--- config.mk ---
export PLATFORM = sky130hd
export DESIGN_NAME = serial_uart_tx
export DESIGN_NICKNAME = d
export VERILOG_FILES = /design/src/rtl/serial_pkg.sv /design/src/rtl/sync_fifo.sv /design/src/rtl/serial_uart_tx.sv
export SDC_FILE = /design/constraint.sdc
export NUM_CORES = 1
export LEC_CHECK = 0
export BUFFER_PORTS_ARGS = -buffer_cell sky130_fd_sc_hd__buf_2
export CAP_MARGIN = 20
export CORE_ASPECT_RATIO = 1.1
export CORE_MARGIN = 1.5
export CORE_UTILIZATION = 42
export CTS_CLUSTER_DIAMETER = 200
export CTS_CLUSTER_SIZE = 10
export DETAILED_ROUTE_END_ITERATION = 16
export GPL_ROUTABILITY_DRIVEN = 0
export PLACE_DENSITY_LB_ADDON = 0.05
export SETUP_SLACK_MARGIN = 0.1
export SYNTH_ARGS = -nofsm -noshare
export SYNTH_HDL_FRONTEND = slang
export SYNTH_SLANG_ARGS = --single-unit
--- constraint.sdc ---
create_clock -name clock -period 3.6 [get_ports clock]
set_clock_uncertainty 0.1 [all_clocks]
set_input_delay 0.18 -clock clock [delete_from_list [all_inputs] [get_ports clock]]
set_output_delay 0.18 -clock clock [all_outputs]
set_load 0.05 [all_outputs]
--- src/rtl/serial_pkg.sv ---
// Shared definitions for the serial transmit path: FSM encodings, frame geometry
// and the parity helper used when SERIAL_UART_TX_PARITY_EN is defined.
package serial_pkg;

    typedef logic [2:0] state_t;

    localparam logic [2:0] ST_IDLE   = 3'd0;
    localparam logic [2:0] ST_START  = 3'd1;
    localparam logic [2:0] ST_DATA   = 3'd2;
    localparam logic [2:0] ST_PARITY = 3'd3;
    localparam logic [2:0] ST_STOP   = 3'd4;

    localparam int SERIAL_DATA_BITS     = 8;
    localparam int DEFAULT_CLKS_PER_BIT = 434;

    function automatic logic even_parity(input logic [SERIAL_DATA_BITS-1:0] data);
        return ^data;
    endfunction

endpackage

--- src/rtl/sync_fifo.sv ---
// Single-clock FIFO with wrapping pointers and a separate occupancy counter.
// Pushes while full and pops while empty are ignored.
module sync_fifo #(
    parameter int WIDTH = 8,
    parameter int DEPTH = 16
) (
    input  logic                     clock,
    input  logic                     reset,
    input  logic                     push,
    input  logic                     pop,
    input  logic [WIDTH-1:0]         wr_data,
    output logic [WIDTH-1:0]         rd_data,
    output logic                     full,
    output logic                     empty,
    output logic [$clog2(DEPTH):0]   level
);

    localparam int AW = $clog2(DEPTH);
    localparam int LW = AW + 1;

    logic [WIDTH-1:0] mem_r [DEPTH];
    logic [AW-1:0]    wr_ptr_r;
    logic [AW-1:0]    rd_ptr_r;
    logic [LW-1:0]    count_r;
    logic             push_ok_s;
    logic             pop_ok_s;

    assign full      = (count_r == LW'(DEPTH));
    assign empty     = (count_r == {LW{1'b0}});
    assign level     = count_r;
    assign rd_data   = mem_r[rd_ptr_r];
    assign push_ok_s = push && !full;
    assign pop_ok_s  = pop && !empty;

    // Storage array; contents are don't-care until written, so no reset.
    always_ff @(posedge clock) begin
        if (push_ok_s) begin
            mem_r[wr_ptr_r] <= wr_data;
        end
    end

    // Pointer and occupancy bookkeeping.
    always_ff @(posedge clock) begin
        if (!reset) begin
            wr_ptr_r <= {AW{1'b0}};
            rd_ptr_r <= {AW{1'b0}};
            count_r  <= {LW{1'b0}};
        end else begin
            if (push_ok_s) begin
                wr_ptr_r <= wr_ptr_r + 1'b1;
            end
            if (pop_ok_s) begin
                rd_ptr_r <= rd_ptr_r + 1'b1;
            end
            case ({push_ok_s, pop_ok_s})
                2'b10:   count_r <= count_r + 1'b1;
                2'b01:   count_r <= count_r - 1'b1;
                default: count_r <= count_r;
            endcase
        end
    end

endmodule

--- src/rtl/serial_uart_tx.sv ---
// Buffered asynchronous serial transmitter (8N1, or 8E1 when
// SERIAL_UART_TX_PARITY_EN is defined) fed by the core's serial write port.
module serial_uart_tx
    import serial_pkg::*;
#(
    parameter int CLKS_PER_BIT = DEFAULT_CLKS_PER_BIT,
    parameter int FIFO_DEPTH   = 16
) (
    input  logic                          clock,
    input  logic                          reset,
    input  logic [7:0]                    data_in,
    input  logic                          wren_in,
    output logic                          ready_out,
    output logic                          tx_out,
    output logic                          busy_out,
    output logic [$clog2(FIFO_DEPTH):0]   level_out,
    output logic                          overflow_out
);

    localparam int                BAUD_W    = $clog2(CLKS_PER_BIT);
    localparam logic [BAUD_W-1:0] BAUD_LAST = BAUD_W'(CLKS_PER_BIT - 1);
    localparam logic [2:0]        BIT_LAST  = 3'(SERIAL_DATA_BITS - 1);

    state_t                      state_r, state_nxt_s;
    logic [BAUD_W-1:0]           baud_r, baud_nxt_s;
    logic [2:0]                  bit_r, bit_nxt_s;
    logic [SERIAL_DATA_BITS-1:0] shift_r, shift_nxt_s;
    logic [SERIAL_DATA_BITS-1:0] head_s;
    logic                        tx_r, tx_nxt_s;
    logic                        overflow_r;
    logic                        pop_s, full_s, empty_s, baud_end_s;
`ifdef SERIAL_UART_TX_PARITY_EN
    logic                        parity_r, parity_nxt_s;
`endif

    sync_fifo #(
        .WIDTH (SERIAL_DATA_BITS),
        .DEPTH (FIFO_DEPTH)
    ) u_fifo (
        .clock   (clock),
        .reset   (reset),
        .push    (wren_in),
        .pop     (pop_s),
        .wr_data (data_in),
        .rd_data (head_s),
        .full    (full_s),
        .empty   (empty_s),
        .level   (level_out)
    );

    assign ready_out    = !full_s;
    assign busy_out     = (state_r != ST_IDLE) || !empty_s;
    assign tx_out       = tx_r;
    assign overflow_out = overflow_r;
    assign baud_end_s   = (baud_r == BAUD_LAST);

    // Next-state, baud, bit index, shift register and FIFO pop decision.
    always_comb begin
        state_nxt_s = state_r;
        baud_nxt_s  = baud_r + 1'b1;
        bit_nxt_s   = bit_r;
        shift_nxt_s = shift_r;
        pop_s       = 1'b0;
`ifdef SERIAL_UART_TX_PARITY_EN
        parity_nxt_s = parity_r;
`endif
        case (state_r)
            ST_IDLE: begin
                baud_nxt_s = {BAUD_W{1'b0}};
                if (!empty_s) begin
                    pop_s       = 1'b1;
                    shift_nxt_s = head_s;
                    state_nxt_s = ST_START;
`ifdef SERIAL_UART_TX_PARITY_EN
                    parity_nxt_s = even_parity(head_s);
`endif
                end else begin
                    state_nxt_s = ST_IDLE;
                end
            end
            ST_START: begin
                if (baud_end_s) begin
                    baud_nxt_s  = {BAUD_W{1'b0}};
                    bit_nxt_s   = 3'd0;
                    state_nxt_s = ST_DATA;
                end else begin
                    state_nxt_s = ST_START;
                end
            end
            ST_DATA: begin
                if (baud_end_s) begin
                    baud_nxt_s = {BAUD_W{1'b0}};
                    if (bit_r == BIT_LAST) begin
                        bit_nxt_s = 3'd0;
`ifdef SERIAL_UART_TX_PARITY_EN
                        state_nxt_s = ST_PARITY;
`else
                        state_nxt_s = ST_STOP;
`endif
                    end else begin
                        bit_nxt_s   = bit_r + 3'd1;
                        shift_nxt_s = {1'b0, shift_r[SERIAL_DATA_BITS-1:1]};
                    end
                end else begin
                    state_nxt_s = ST_DATA;
                end
            end
`ifdef SERIAL_UART_TX_PARITY_EN
            ST_PARITY: begin
                if (baud_end_s) begin
                    baud_nxt_s  = {BAUD_W{1'b0}};
                    state_nxt_s = ST_STOP;
                end else begin
                    state_nxt_s = ST_PARITY;
                end
            end
`endif
            ST_STOP: begin
                if (baud_end_s) begin
                    baud_nxt_s = {BAUD_W{1'b0}};
                    // Chain straight into the next frame so the line never idles between bytes.
                    if (!empty_s) begin
                        pop_s       = 1'b1;
                        shift_nxt_s = head_s;
                        state_nxt_s = ST_START;
`ifdef SERIAL_UART_TX_PARITY_EN
                        parity_nxt_s = even_parity(head_s);
`endif
                    end else begin
                        state_nxt_s = ST_IDLE;
                    end
                end else begin
                    state_nxt_s = ST_STOP;
                end
            end
            default: begin
                baud_nxt_s  = {BAUD_W{1'b0}};
                state_nxt_s = ST_IDLE;
            end
        endcase
    end

    // Line level for the upcoming cycle, so tx_out changes on the same edge as the state.
    always_comb begin
        tx_nxt_s = 1'b1;
        case (state_nxt_s)
            ST_START: tx_nxt_s = 1'b0;
            ST_DATA:  tx_nxt_s = shift_nxt_s[0];
`ifdef SERIAL_UART_TX_PARITY_EN
            ST_PARITY: tx_nxt_s = parity_nxt_s;
`endif
            ST_IDLE:  tx_nxt_s = 1'b1;
            ST_STOP:  tx_nxt_s = 1'b1;
            default:  tx_nxt_s = 1'b1;
        endcase
    end

    // Transmitter state registers.
    always_ff @(posedge clock) begin
        if (!reset) begin
            state_r    <= ST_IDLE;
            baud_r     <= {BAUD_W{1'b0}};
            bit_r      <= 3'd0;
            shift_r    <= {SERIAL_DATA_BITS{1'b0}};
            tx_r       <= 1'b1;
            overflow_r <= 1'b0;
`ifdef SERIAL_UART_TX_PARITY_EN
            parity_r   <= 1'b0;
`endif
        end else begin
            state_r    <= state_nxt_s;
            baud_r     <= baud_nxt_s;
            bit_r      <= bit_nxt_s;
            shift_r    <= shift_nxt_s;
            tx_r       <= tx_nxt_s;
            overflow_r <= wren_in && full_s;
`ifdef SERIAL_UART_TX_PARITY_EN
            parity_r   <= parity_nxt_s;
`endif
        end
    end

endmodule

==> summary.md, run 1 <==
| Metric | Value |
|---|---|
| Status | finished clean |
| Count of final setup violators | 0 |
| GRT Util Overall | 0.176 |
| Slew of the pin with the lowest slew margin | 0.831 ns |
| Total of warnings raised by yosys | 0 |
| Critical path launch point type | flip-flop |
| Post-Synthesis Net Count | 491 |
| Final Max Tran Viols | 0 |
| Die span in x | 128 microns |
| Critical Path, Cell by Cell | inv_1, ha_1, and4b_1, a21oi_1, nor2_2, ha_1, xor2_1, ha_1, a21oi_1, and3_1, nor3_1, xor2_1, and2_1 |
| Post-DR vias/cell | 5.29 |
| TritonCTS clock tree | built |
| Critical path fanouts, max | 8 |
| Kind of path behind the tightest hold check | in2reg |
| Number of design-rule violations left by the first detailed-router iteration | 218 |
| Final TNS setup | 0 ns |
| Fraction of post-synthesis cell area in the top cell type by area | 0.529 |
| Leak pwr | 0.00280 uW |
| Final count of hold timing violations | 0 |
| Worst-case hold slack | 0.0311 ns |
| Seq cells post-synth | 170 |
| Multi-input combinational cell area | 2410 sq um |
| Clock buffer count from CTS | 17 |
| Worst path most repeated cell | ha_1 |
| Residual overflow from global routing | 0 |
| Number of antenna violations at the first check in global routing | 0 |
| Worst IR drop on VDD | 349 uV |
| Average cell area after synthesis | 15.5 sq um |
| Global-route wire length before repair | 23.1 mm |
| Via count of the first global-routing pass | 4026 |
| Fmax | 320 MHz |
| Worst endpoint required time | 3.82 ns |
| Root Buffer | clkbuf_16 |
| Number of nets with antenna violations after detailed routing | 0 |
| Largest net degree at the start of global routing | 35 |
| Worst Path Arrival | 3.35 ns |
| Cell Area, Synth | 7260 sq um |
| Proportion of layout cells with a drive suffix above 1 | 0.193 |
| Count of distinct cell types in the synthesized netlist | 56 |
| Sort of element at the end of the critical path | flip-flop |
| Post-synth top area cell | edfxtp_1 |
| Maximum root-to-sink buffer count | 2 |
| Most instantiated cells after synthesis | edfxtp_1 (128), dfxtp_1 (42), nor2_1 (33) |
| Clock edge transition at the registers on the reported setup and hold paths | 0.07 ns |
| Sequential area share after synthesis | 0.645 |
| Most common cell in the netlist | edfxtp_1 |
| Global routing met1 resource utilization | 0.233 |
| Clock Sinks | 170 |
| Effective utilization at floorplan | 0.428 |
| Clock H-tree levels | 4 |
| Final period utilization | 0.869 |
| Via count of the routed design | 3971 |
| Clock network latency to the later pin of the worst-skew pair | 0.42 ns |
| Number of cells produced by synthesis | 468 |
| Kind of critical path | reg2reg |
| Stage delay of the slowest cell on the critical path | 0.46 ns |
| GR Layer Usage met3 | 0.0361 |
| Cell types with the largest area share after synthesis | edfxtp_1 (53%), dfxtp_1 (12%), mux4_1 (5.8%) |
| Number of input and output port buffers inserted | 19 |
| Number of top-level pins | 20 |
| Number of flops mapped to enable cells by yosys | 128 |
| Area Growth Syn to Fin | 13.8% |
| Total power per unit cell area | 660 nW/um^2 |
| Final antenna diode count | 0 |
| Main flop type after synthesis | edfxtp_1 |
| RSZ-0062 raised after global routing | false |
| Total area of sequential cells | 4690 sq um |
| Detailed-route wire length per cell | 19.6 microns |
| Detail Placement HPWL | 9.78 mm |
| Detailed-route DRC error count | 0 |
| Slowest cell on crit path | a21oi_1 |
| Total of fill cells in the finished design | 1455 |
| First-pass DRT Iterations | 4 |
| Post-synth ARST share | 0 |
| Global routing usage on met2 | 0.288 |
| Overall die area | 18100 sq um |
| Setup fix buffers added after clock tree synthesis | 0 |
| Vertical extent of the die | 141 microns |
| Placeable Area | 17000 sq um |
| Number of placement rows | 50 |
| GRT Max-Usage Layer | met2 |
| Worst slew margin | 0.444 |
| Routed wire length | 14.7 mm |
| Layout net count | 527 |
| Max cap viols | 0 |
| Final period demand of the worst path | 3.13 ns |
==> final timing paths <==
check | from | endpoint | slack [ns] | depth (start not counted)
worst max-delay path | baud_r[1] | u_fifo.level[2] | 0.47 | 13
worst min-delay path | data_in[0] | u_fifo.mem_r[1][0] | 0.03 | 1
worst max register to register | baud_r[1] | u_fifo.level[2] | 0.47 | 13
worst min register to register | baud_r[0] | baud_r[0] | 0.38 | 1
==> power by group <==
part	internal, uW	switching, uW
Combinational	554	713
Sequential	2240	122
Clock	995	835
==> sequential cells by signal, summed over array words and instances, names as in the netlist, 3 cells and up, named ones only <==
| register | count |
|---|---|
| u_fifo.mem_r | 128 |
| baud_r | 9 |
| shift_r | 8 |
| u_fifo.level | 5 |
| u_fifo.rd_ptr_r | 4 |
| u_fifo.wr_ptr_r | 4 |
| bit_r | 3 |
| state_r | 3 |
==> stage by stage <==
| step | worst slack [ns] | cell area [sq um] | util | power, uW | cells |
|---|---|---|---|---|---|
| floorplan | 0.594 | 7260 | - | 3380 | 468 |
| global placement | 0.603 | 7650 | 0.452 | 3680 | 718 |
| detailed placement | 0.519 | 7650 | 0.452 | 3680 | 718 |
| CTS | 0.486 | 8270 | 0.488 | 5520 | 751 |
| global route | 0.221 | 8270 | 0.488 | 5730 | 751 |
| finish | 0.473 | 8270 | 0.488 | 5450 | 751 |
==> metal layers <==
metal,vias up,wire length (microns)
met5,-,0
met4,0,314
met3,22,467
met2,71,7370
met1,1983,6560
li1,1895,-
==> cells by family after synthesis <==
kind of cell,after synthesis,share of synthesized area
XOR/XNOR,17,0.0205
flip-flops,170,0.645
adder cells (fa/ha/maj),12,0.0207
buffers and inverters,30,0.0234
AO/OA/AOI/OAI,68,0.0725
AND/OR/NAND/NOR,135,0.101
multiplexers,36,0.116
==> timing repair <==
action	CTS	global route
resized for setup	0	0
endpoints found under the hold margin	1	0
hold buffers	1	0
==> critical path: cells and delay by family (launching register included) <==
family | cells | cell delay (ns)
flops | 1 | 0.37
simple gates | 5 | 0.83
xor+xnor | 2 | 0.31
compound gates | 2 | 0.65
buf+inv | 1 | 0.06
fa+ha+maj | 3 | 0.72
==> cell usage in the layout (no fill, tap or decap), types with 8 or more instances in the layout <==
| master | netlist | final |
|---|---|---|
| buf_2 | 5 | 19 |
| and2_1 | 10 | 10 |
| nand2_1 | 30 | 30 |
| nor2_1 | 33 | 33 |
| nor3_1 | 8 | 8 |
| nor2b_1 | 19 | 19 |
| edfxtp_1 | 128 | 128 |
| dfxtp_1 | 42 | 41 |
| mux4_2 | 18 | 18 |
| nand3_1 | 9 | 9 |
| mux4_1 | 16 | 16 |
| a21oi_1 | 14 | 14 |
| buf_4 | 1 | 19 |
| inv_1 | 8 | 8 |
| clkbuf_16 | 0 | 17 |
| a21boi_0 | 8 | 8 |
| xnor2_1 | 11 | 11 |
| ha_1 | 12 | 12 |
==> layout make-up <==
cell class                      instances  share of cell area
Clock buffer                           17              0.0515
Inverter                                8             0.00363
Sequential cell                       170               0.567
Tap cell                              234              0.0354
Multi-Input combinational cell        268               0.291
Timing Repair Buffer                   39              0.0300
Clock inverter                         15              0.0212
Power figures use the tool's default switching activity.
==> run 2, diff against run 1 <==
Settings changed: SYNTH_HIERARCHICAL set to 1.
==> run 2 against run 1 <==
Effect of this change:
- register-to-register slack worse by 0.11 ns
- area after synthesis about the same
- fmax down 3.4%
- count of clock-buffer cells in the layout unchanged
- global-route usage up 0.37 points
- hold slack better by 0.0052 ns
- critical path depth unchanged
- utilization down 0.49 points
- clock power about the same
- synthesized cell count up 0.21%
- routed wire length up 3.2%
- final cell count down 1.6%
- largest cell class unchanged
- largest power group unchanged
- highest routed layer unchanged
==> summary.md, run 2 <==
| Metric | Value |
|---|---|
| Critical path fanouts, max | 12 (+4) |
| Final count of hold timing violations | 0 (unchanged) |
| NetSw | 1780 uW (+6.8%) |
| Number of antenna violations at the first check in global routing | 0 (unchanged) |
| Most common cell in the netlist | edfxtp_1 |
| Routed wire length | 15.2 mm (+3.2%) |
| Max cap viols | 0 (unchanged) |
| Via count of the routed design | 4057 (+2.2%) |
| Sequential area share after synthesis | 0.645 (about the same) |
| Number of flops mapped to enable cells by yosys | 128 (unchanged) |
| Count of distinct cell types in the synthesized netlist | 57 (+1.8%) |
| RSZ-0062 raised after global routing | false |
| Cell internal power dissipation | 4030 uW (+6.6%) |
| Detailed-route wire length per cell | 20.5 microns (+4.9%) |
| Clock edge transition at the registers on the reported setup and hold paths | 0.06 ns (about the same) |
| Detail Placement HPWL | 9.63 mm (-1.5%) |
| Number of top-level pins | 20 (unchanged) |
| Via count of the first global-routing pass | 3995 (-0.77%) |
| Post-DR vias/cell | 5.49 (+3.8%) |
| Flip-flop count of the largest register, all copies and words added | 128 (unchanged) |
| TritonCTS clock tree | built |
| First-pass DRT Iterations | 4 (unchanged) |
| Cell Area, Synth | 7260 sq um (about the same) |
| Fmax | 309 MHz (-3.4%) |
| Final period utilization | 0.900 (+0.0309) |
| Slew of the pin with the lowest slew margin | 0.976 ns (+0.145 ns) |
| Most common cell after layout, fill and taps aside | edfxtp_1 |
| Part of the total power dissipated in combinational logic | 0.264 (+0.032) |
| Slowest cell on crit path | or4_4 |
| Average cell area after synthesis | 15.5 sq um (-0.28%) |
| Post-Synthesis Net Count | 492 (+0.20%) |
| Final Max Tran Viols | 0 (unchanged) |
| Worst endpoint required time | 3.86 ns (+0.04 ns) |
| Main flop type after synthesis | edfxtp_1 |
| Worst IR drop on VDD | 601 uV (+72%) |
| Maximum root-to-sink buffer count | 2 (unchanged) |
| Status | finished clean |
| Effective utilization at floorplan | 0.428 (about the same) |
| Worst-case hold slack | 0.0363 ns (+0.00521 ns) |
| Root Buffer | clkbuf_16 |
| Die span in x | 128 microns (about the same) |
| Critical path launch point type | flip-flop |
| Number of cells produced by synthesis | 469 (+0.21%) |
| Worst Path Arrival | 3.50 ns (+0.15 ns) |
| Clock network latency to the later pin of the worst-skew pair | 0.43 ns (about the same) |
| Final antenna diode count | 0 (unchanged) |
| Final period demand of the worst path | 3.24 ns (+0.111 ns) |
| Kind of critical path | reg2reg |
| Detailed-route DRC error count | 0 (unchanged) |
| Sequential share of power | 0.417 (-0.015) |
| Met1 wire length | 7.17 mm (+9.4%) |
| Largest net degree at the start of global routing | 31 (-11%) |
| Kind of path behind the tightest hold check | in2reg |
| Area Growth Syn to Fin | 12.7% |
| Number of nets with antenna violations after detailed routing | 0 (unchanged) |
| Seq cells post-synth | 170 (unchanged) |
| Number of input and output port buffers inserted | 19 (unchanged) |
| Clock Sinks | 170 (unchanged) |
| Number of placement rows | 50 (unchanged) |
| Global-route wire length before repair | 23.7 mm (+2.7%) |
| Layout net count | 516 (-2.1%) |
| Overall die area | 18100 sq um (about the same) |
| Clock buffer count from CTS | 17 (unchanged) |
| GRT Util Overall | 0.180 (+0.00370) |
| Final TNS setup | 0 ns (unchanged) |
| Met2 wire length | 7.27 mm (-1.3%) |
| Placeable Area | 17000 sq um (unchanged) |
| Proportion of layout cells with a drive suffix above 1 | 0.234 (+0.0402) |
| Count of final setup violators | 0 (unchanged) |
| Vertical extent of the die | 141 microns (about the same) |
| Fraction of post-synthesis cell area in the top cell type by area | 0.530 (about the same) |
| Post-synth top area cell | edfxtp_1 |
| Routed length on met3 | 486 microns (+4.1%) |
| Cell types with the largest area share after synthesis | edfxtp_1 (53%), dfxtp_1 (12%), mux4_2 (9.9%) |
| Net Sw Frac | 0.307 (+0.000502) |
| Stage delay of the slowest cell on the critical path | 0.59 ns (+0.13 ns) |
| Highest layer used for signal routing | met4 |
| Clock H-tree levels | 4 (unchanged) |
| Sort of element at the end of the critical path | flip-flop |
| Most instantiated cells after synthesis | edfxtp_1 (128), dfxtp_1 (42), mux4_2 (32) |
| Worst slew margin | 0.347 (-0.0970) |
| Register name with the most flops | u_fifo/mem_r |
| Total of warnings raised by yosys | 6 (+6) |
| Clock network fraction of total power | 0.319 (-0.016) |
| Post-synth ARST share | 0 (unchanged) |
| Critical Path, Cell by Cell | or4_4, nor2_1, inv_1, and3_1, o21ai_4, inv_1, ha_1, xor2_1, ha_1, nand2_1, o21ai_0, or3_1, nand4_1 |
| Registers with the highest flip-flop counts | u_fifo/mem_r (128), baud_r (9), shift_r (8) |
| Leak pwr | 0.00276 uW (-1.3%) |
| Total power per unit cell area | 711 nW/um^2 (+7.8%) |
| Most frequent cells in the layout | edfxtp_1 (128), dfxtp_1 (40), mux4_2 (32) |
| Residual overflow from global routing | 0 (unchanged) |
| Number of design-rule violations left by the first detailed-router iteration | 312 (+43%) |
run 2: cell count changes after synthesis, sizes merged, moves of 6 or more:
cell     change
a32oi        +7
nor2b       -10
nand2       -10
o311ai       -6
nand4        +6
nand3        +6
a21boi      -10
mux2         +7
a2111oi      -6
a22oi       +12
nor2         -7
run 2: area by class of cell:
type	instances	area (sq um)
Clock buffer	17	425
Tap cell	234	293
Fill cell	1466	8770
Timing Repair Buffer	35	218
Clock inverter	14	169
Multi-Input combinational cell	257	2340
Inverter	12	45.0
Sequential cell	170	4690
run 2: critical path, delay by kind of cell (launching register included):
kind,cells,cell delay [ns]
flip-flops,1,0.42
buffers and inverters,2,0.16
adder cells (fa/ha/maj),2,0.57
AO/OA/AOI/OAI,2,0.23
XOR/XNOR,1,0.20
AND/OR/NAND/NOR,6,1.49
run 2: cell families (layout without fill, tap and decap cells):
family,Yosys count,in the layout,share of synthesized area
mux,43,43,0.116
xor+xnor,14,14,0.0169
compound gates,67,67,0.0702
buf+inv,42,78,0.0315
fa+ha+maj,12,12,0.0207
simple gates,121,121,0.0996
flops,170,170,0.645
run 2: timing repair:
item	4_1_cts	5_1_grt
hold endpoints to repair	1	0
gates resized for setup	0	0
setup buffers	0	0
hold buffers	1	0
run 2: worst paths after layout:
| kind | startpoint | end | slack (ns) | cells past startpoint |
|---|---|---|---|---|
| worst max register to register | u_fifo/level[2] | u_fifo/level[4] | 0.36 | 13 |
| worst min-delay path | data_in[6] | u_fifo/mem_r[10][6] | 0.04 | 1 |
| worst min register to register | bit_r[2] | bit_r[2] | 0.38 | 2 |
| worst max-delay path | u_fifo/level[2] | u_fifo/level[4] | 0.36 | 13 |
run 2: power by group through the flow:
stage	clock, uW	combinational [uW]	sequential (uW)
2_1_floorplan	0	1230	2460
3_3_place_gp	0	1520	2460
3_5_place_dp	0	1550	2470
4_1_cts	1900	1550	2430
5_1_grt	1980	1680	2450
6_report	1850	1540	2430
run 2: per-stage QoR:
stage	setup slack [ns]	instances	utilization	cell area, sq um	power, uW
5_1_grt	0.109	739	0.483	8180	6110
6_report	0.362	739	0.483	8180	5820
4_1_cts	0.344	739	0.483	8180	5890
3_5_place_dp	0.373	707	0.447	7580	4020
2_1_floorplan	0.165	469	-	7260	3690
3_3_place_gp	0.506	707	0.447	7580	3980
run 2: layer usage:
metal / vias to the layer above / track usage
met4: 0 / 0.0668
met1: 2104 / 0.250
met3: 17 / 0.0376
met2: 66 / 0.280
li1: 1870 / -
met5: - / 0
==> run 3, diff against run 2 <==
Settings changed: CELL_PAD_IN_SITES_DETAIL_PLACEMENT set to 1, CELL_PAD_IN_SITES_GLOBAL_PLACEMENT set to 1.
==> run 3 against run 2 <==
Effect of this change:
- utilization up 0.39 points
- critical path type unchanged
- via count about the same
- non-clock buffer count rose by 1
==> summary.md, run 3 (synthesized netlist as in run 2, its figures left out) <==
| Metric | Value |
|---|---|
| Status | finished clean |
| Root Buffer | clkbuf_16 |
| Clock buffer count from CTS | 17 (unchanged) |
| Placeable Area | 17000 sq um (unchanged) |
| Sort of element at the end of the critical path | flip-flop |
| Effective utilization at floorplan | 0.428 (unchanged) |
| Area Growth Syn to Fin | 13.6% |
| Most common cell after layout, fill and taps aside | edfxtp_1 |
| GRT Util Overall | 0.189 (+0.00911) |
| Max cap viols | 0 (unchanged) |
| Layout Cell Area excl Fill | 8250 sq um (+0.81%) |
| Post-DR vias/cell | 5.48 (-0.17%) |
| Worst slew margin | 0.346 (-0.000769) |
| Via count of the first global-routing pass | 4347 (+8.8%) |
| Number of top-level pins | 20 (unchanged) |
| Die span in x | 128 microns (unchanged) |
| Most frequent cells in the layout | edfxtp_1 (128), dfxtp_1 (40), mux4_2 (32) |
| Register name with the most flops | u_fifo/mem_r |
| Critical path launch point type | flip-flop |
| Final antenna diode count | 0 (unchanged) |
| TritonCTS clock tree | built |
| Final Max Tran Viols | 0 (unchanged) |
| Clock network latency to the later pin of the worst-skew pair | 0.43 ns (about the same) |
| Flip-flop count of the largest register, all copies and words added | 128 (unchanged) |
| Worst-case hold slack | 0.0256 ns (-0.0107 ns) |
| Worst Path Arrival | 3.48 ns (-0.02 ns) |
| Largest net degree at the start of global routing | 33 (+6.5%) |
| Number of design-rule violations left by the first detailed-router iteration | 196 (-37%) |
| Layout net count | 517 (+0.19%) |
| Final TNS setup | 0 ns (unchanged) |
| Fmax | 311 MHz (+0.84%) |
| Count of final setup violators | 0 (unchanged) |
| Clock edge transition at the registers on the reported setup and hold paths | 0.07 ns (about the same) |
| Vertical extent of the die | 141 microns (unchanged) |
| Proportion of layout cells with a drive suffix above 1 | 0.239 (+0.00500) |
| Detailed-route DRC error count | 0 (unchanged) |
| Kind of critical path | reg2reg |
| Area after detailed placement | 7600 sq um (+0.26%) |
| Leak pwr | 0.00279 uW (+1.0%) |
| Number of placement rows | 50 (unchanged) |
| Maximum root-to-sink buffer count | 2 (unchanged) |
| Final count of hold timing violations | 0 (unchanged) |
| Worst IR drop on VDD | 365 uV (-39%) |
| First-pass DRT Iterations | 4 (unchanged) |
| Total power per unit cell area | 728 nW/um^2 (+2.4%) |
| Overall die area | 18100 sq um (unchanged) |
| Routed wire length | 15.6 mm (+3.0%) |
| Clock Sinks | 170 (unchanged) |
| Residual overflow from global routing | 0 (unchanged) |
| Number of nets with antenna violations after detailed routing | 0 (unchanged) |
| Kind of path behind the tightest hold check | in2reg |
| Final period demand of the worst path | 3.21 ns (-0.0270 ns) |
| Clock H-tree levels | 4 (unchanged) |
| Worst endpoint required time | 3.87 ns (about the same) |
| Detailed-route wire length per cell | 21.1 microns (+2.7%) |
| Critical path fanouts, max | 12 (unchanged) |
| Detail Placement HPWL | 10.2 mm (+5.7%) |
| Via count of the routed design | 4061 (+0.099%) |
| Number of input and output port buffers inserted | 19 (unchanged) |
| Global-route wire length before repair | 25.0 mm (+5.2%) |
| Final period utilization | 0.892 (-0.00749) |
| Registers with the highest flip-flop counts | u_fifo/mem_r (128), baud_r (9), shift_r (8) |
| Slew of the pin with the lowest slew margin | 0.977 ns (+0.00115 ns) |
| Number of antenna violations at the first check in global routing | 0 (unchanged) |
| RSZ-0062 raised after global routing | false |
| Setup fix buffers added after clock tree synthesis | 0 (unchanged) |
## run 3: cell count changes in the layout (fill, tap and decap cells not counted), sizes merged
cell and change:
clkinvlp -2, buf +1, clkbuf +2, clkinv -4, inv +4, bufinv +1
## run 3: layout make-up
cell class	count	area (sq um)
clock buffer	19	433
clock inverter	13	203
fill	1650	8710
inverter	12	45.0
multi-input combinational	257	2350
sequential	170	4690
tap	234	293
timing repair buffer	36	238
## run 3: final timing paths
check | endpoint | slack [ns] | cells past startpoint | start
worst max register to register | u_fifo/level[4] | 0.39 | 13 | u_fifo/level[2]
worst max-delay path | u_fifo/level[4] | 0.39 | 13 | u_fifo/level[2]
worst min register to register | shift_r[3] | 0.38 | 2 | shift_r[3]
worst min-delay path | u_fifo/mem_r[14][6] | 0.03 | 1 | data_in[6]
## run 3: metrics by stage
stage / util / std cells / setup slack (ns) / power, uW
2_1_floorplan: - / 469 / 0.165 / 3690
3_3_place_gp: 0.448 / 708 / 0.506 / 4010
3_5_place_dp: 0.448 / 708 / 0.391 / 4080
4_1_cts: 0.486 / 741 / 0.361 / 6080
5_1_grt: 0.486 / 741 / 0.117 / 6300
6_report: 0.486 / 741 / 0.389 / 6010
## run 3: routing by layer
layer  global-route usage  wire length (microns)
met2                0.300                   7580
met3               0.0395                    485
met1                0.261                   7330
met5                    0                      0
met4               0.0639                    238
## run 3: what timing repair did
item | in CTS | in global routing
gates resized for setup | 0 | 2
hold endpoints to repair | 1 | 0
hold buffers | 1 | 0
setup endpoints to repair | 0 | 1
## run 3: critical path, cell delays in order, from the launching register on
cell and delay (ns):
dfxtp_1 0.42, or4_4 0.59, nor2_1 0.16, inv_1 0.08, and3_1 0.21, o21ai_4 0.12
inv_1 0.07, ha_1 0.33, xor2_1 0.20, ha_1 0.24, nand2_1 0.08, o21ai_1 0.09
or3_1 0.36, nand4_1 0.10
## run 3: power by group
group | total, uW | leakage, uW | switching, uW | internal (uW)
Sequential | 2430 | 0.00150 | 176 | 2250
Combinational | 1590 | 0.000987 | 879 | 714
Clock | 1980 | 0.000308 | 799 | 1190
Total | 6010 | 0.00279 | 1850 | 4150
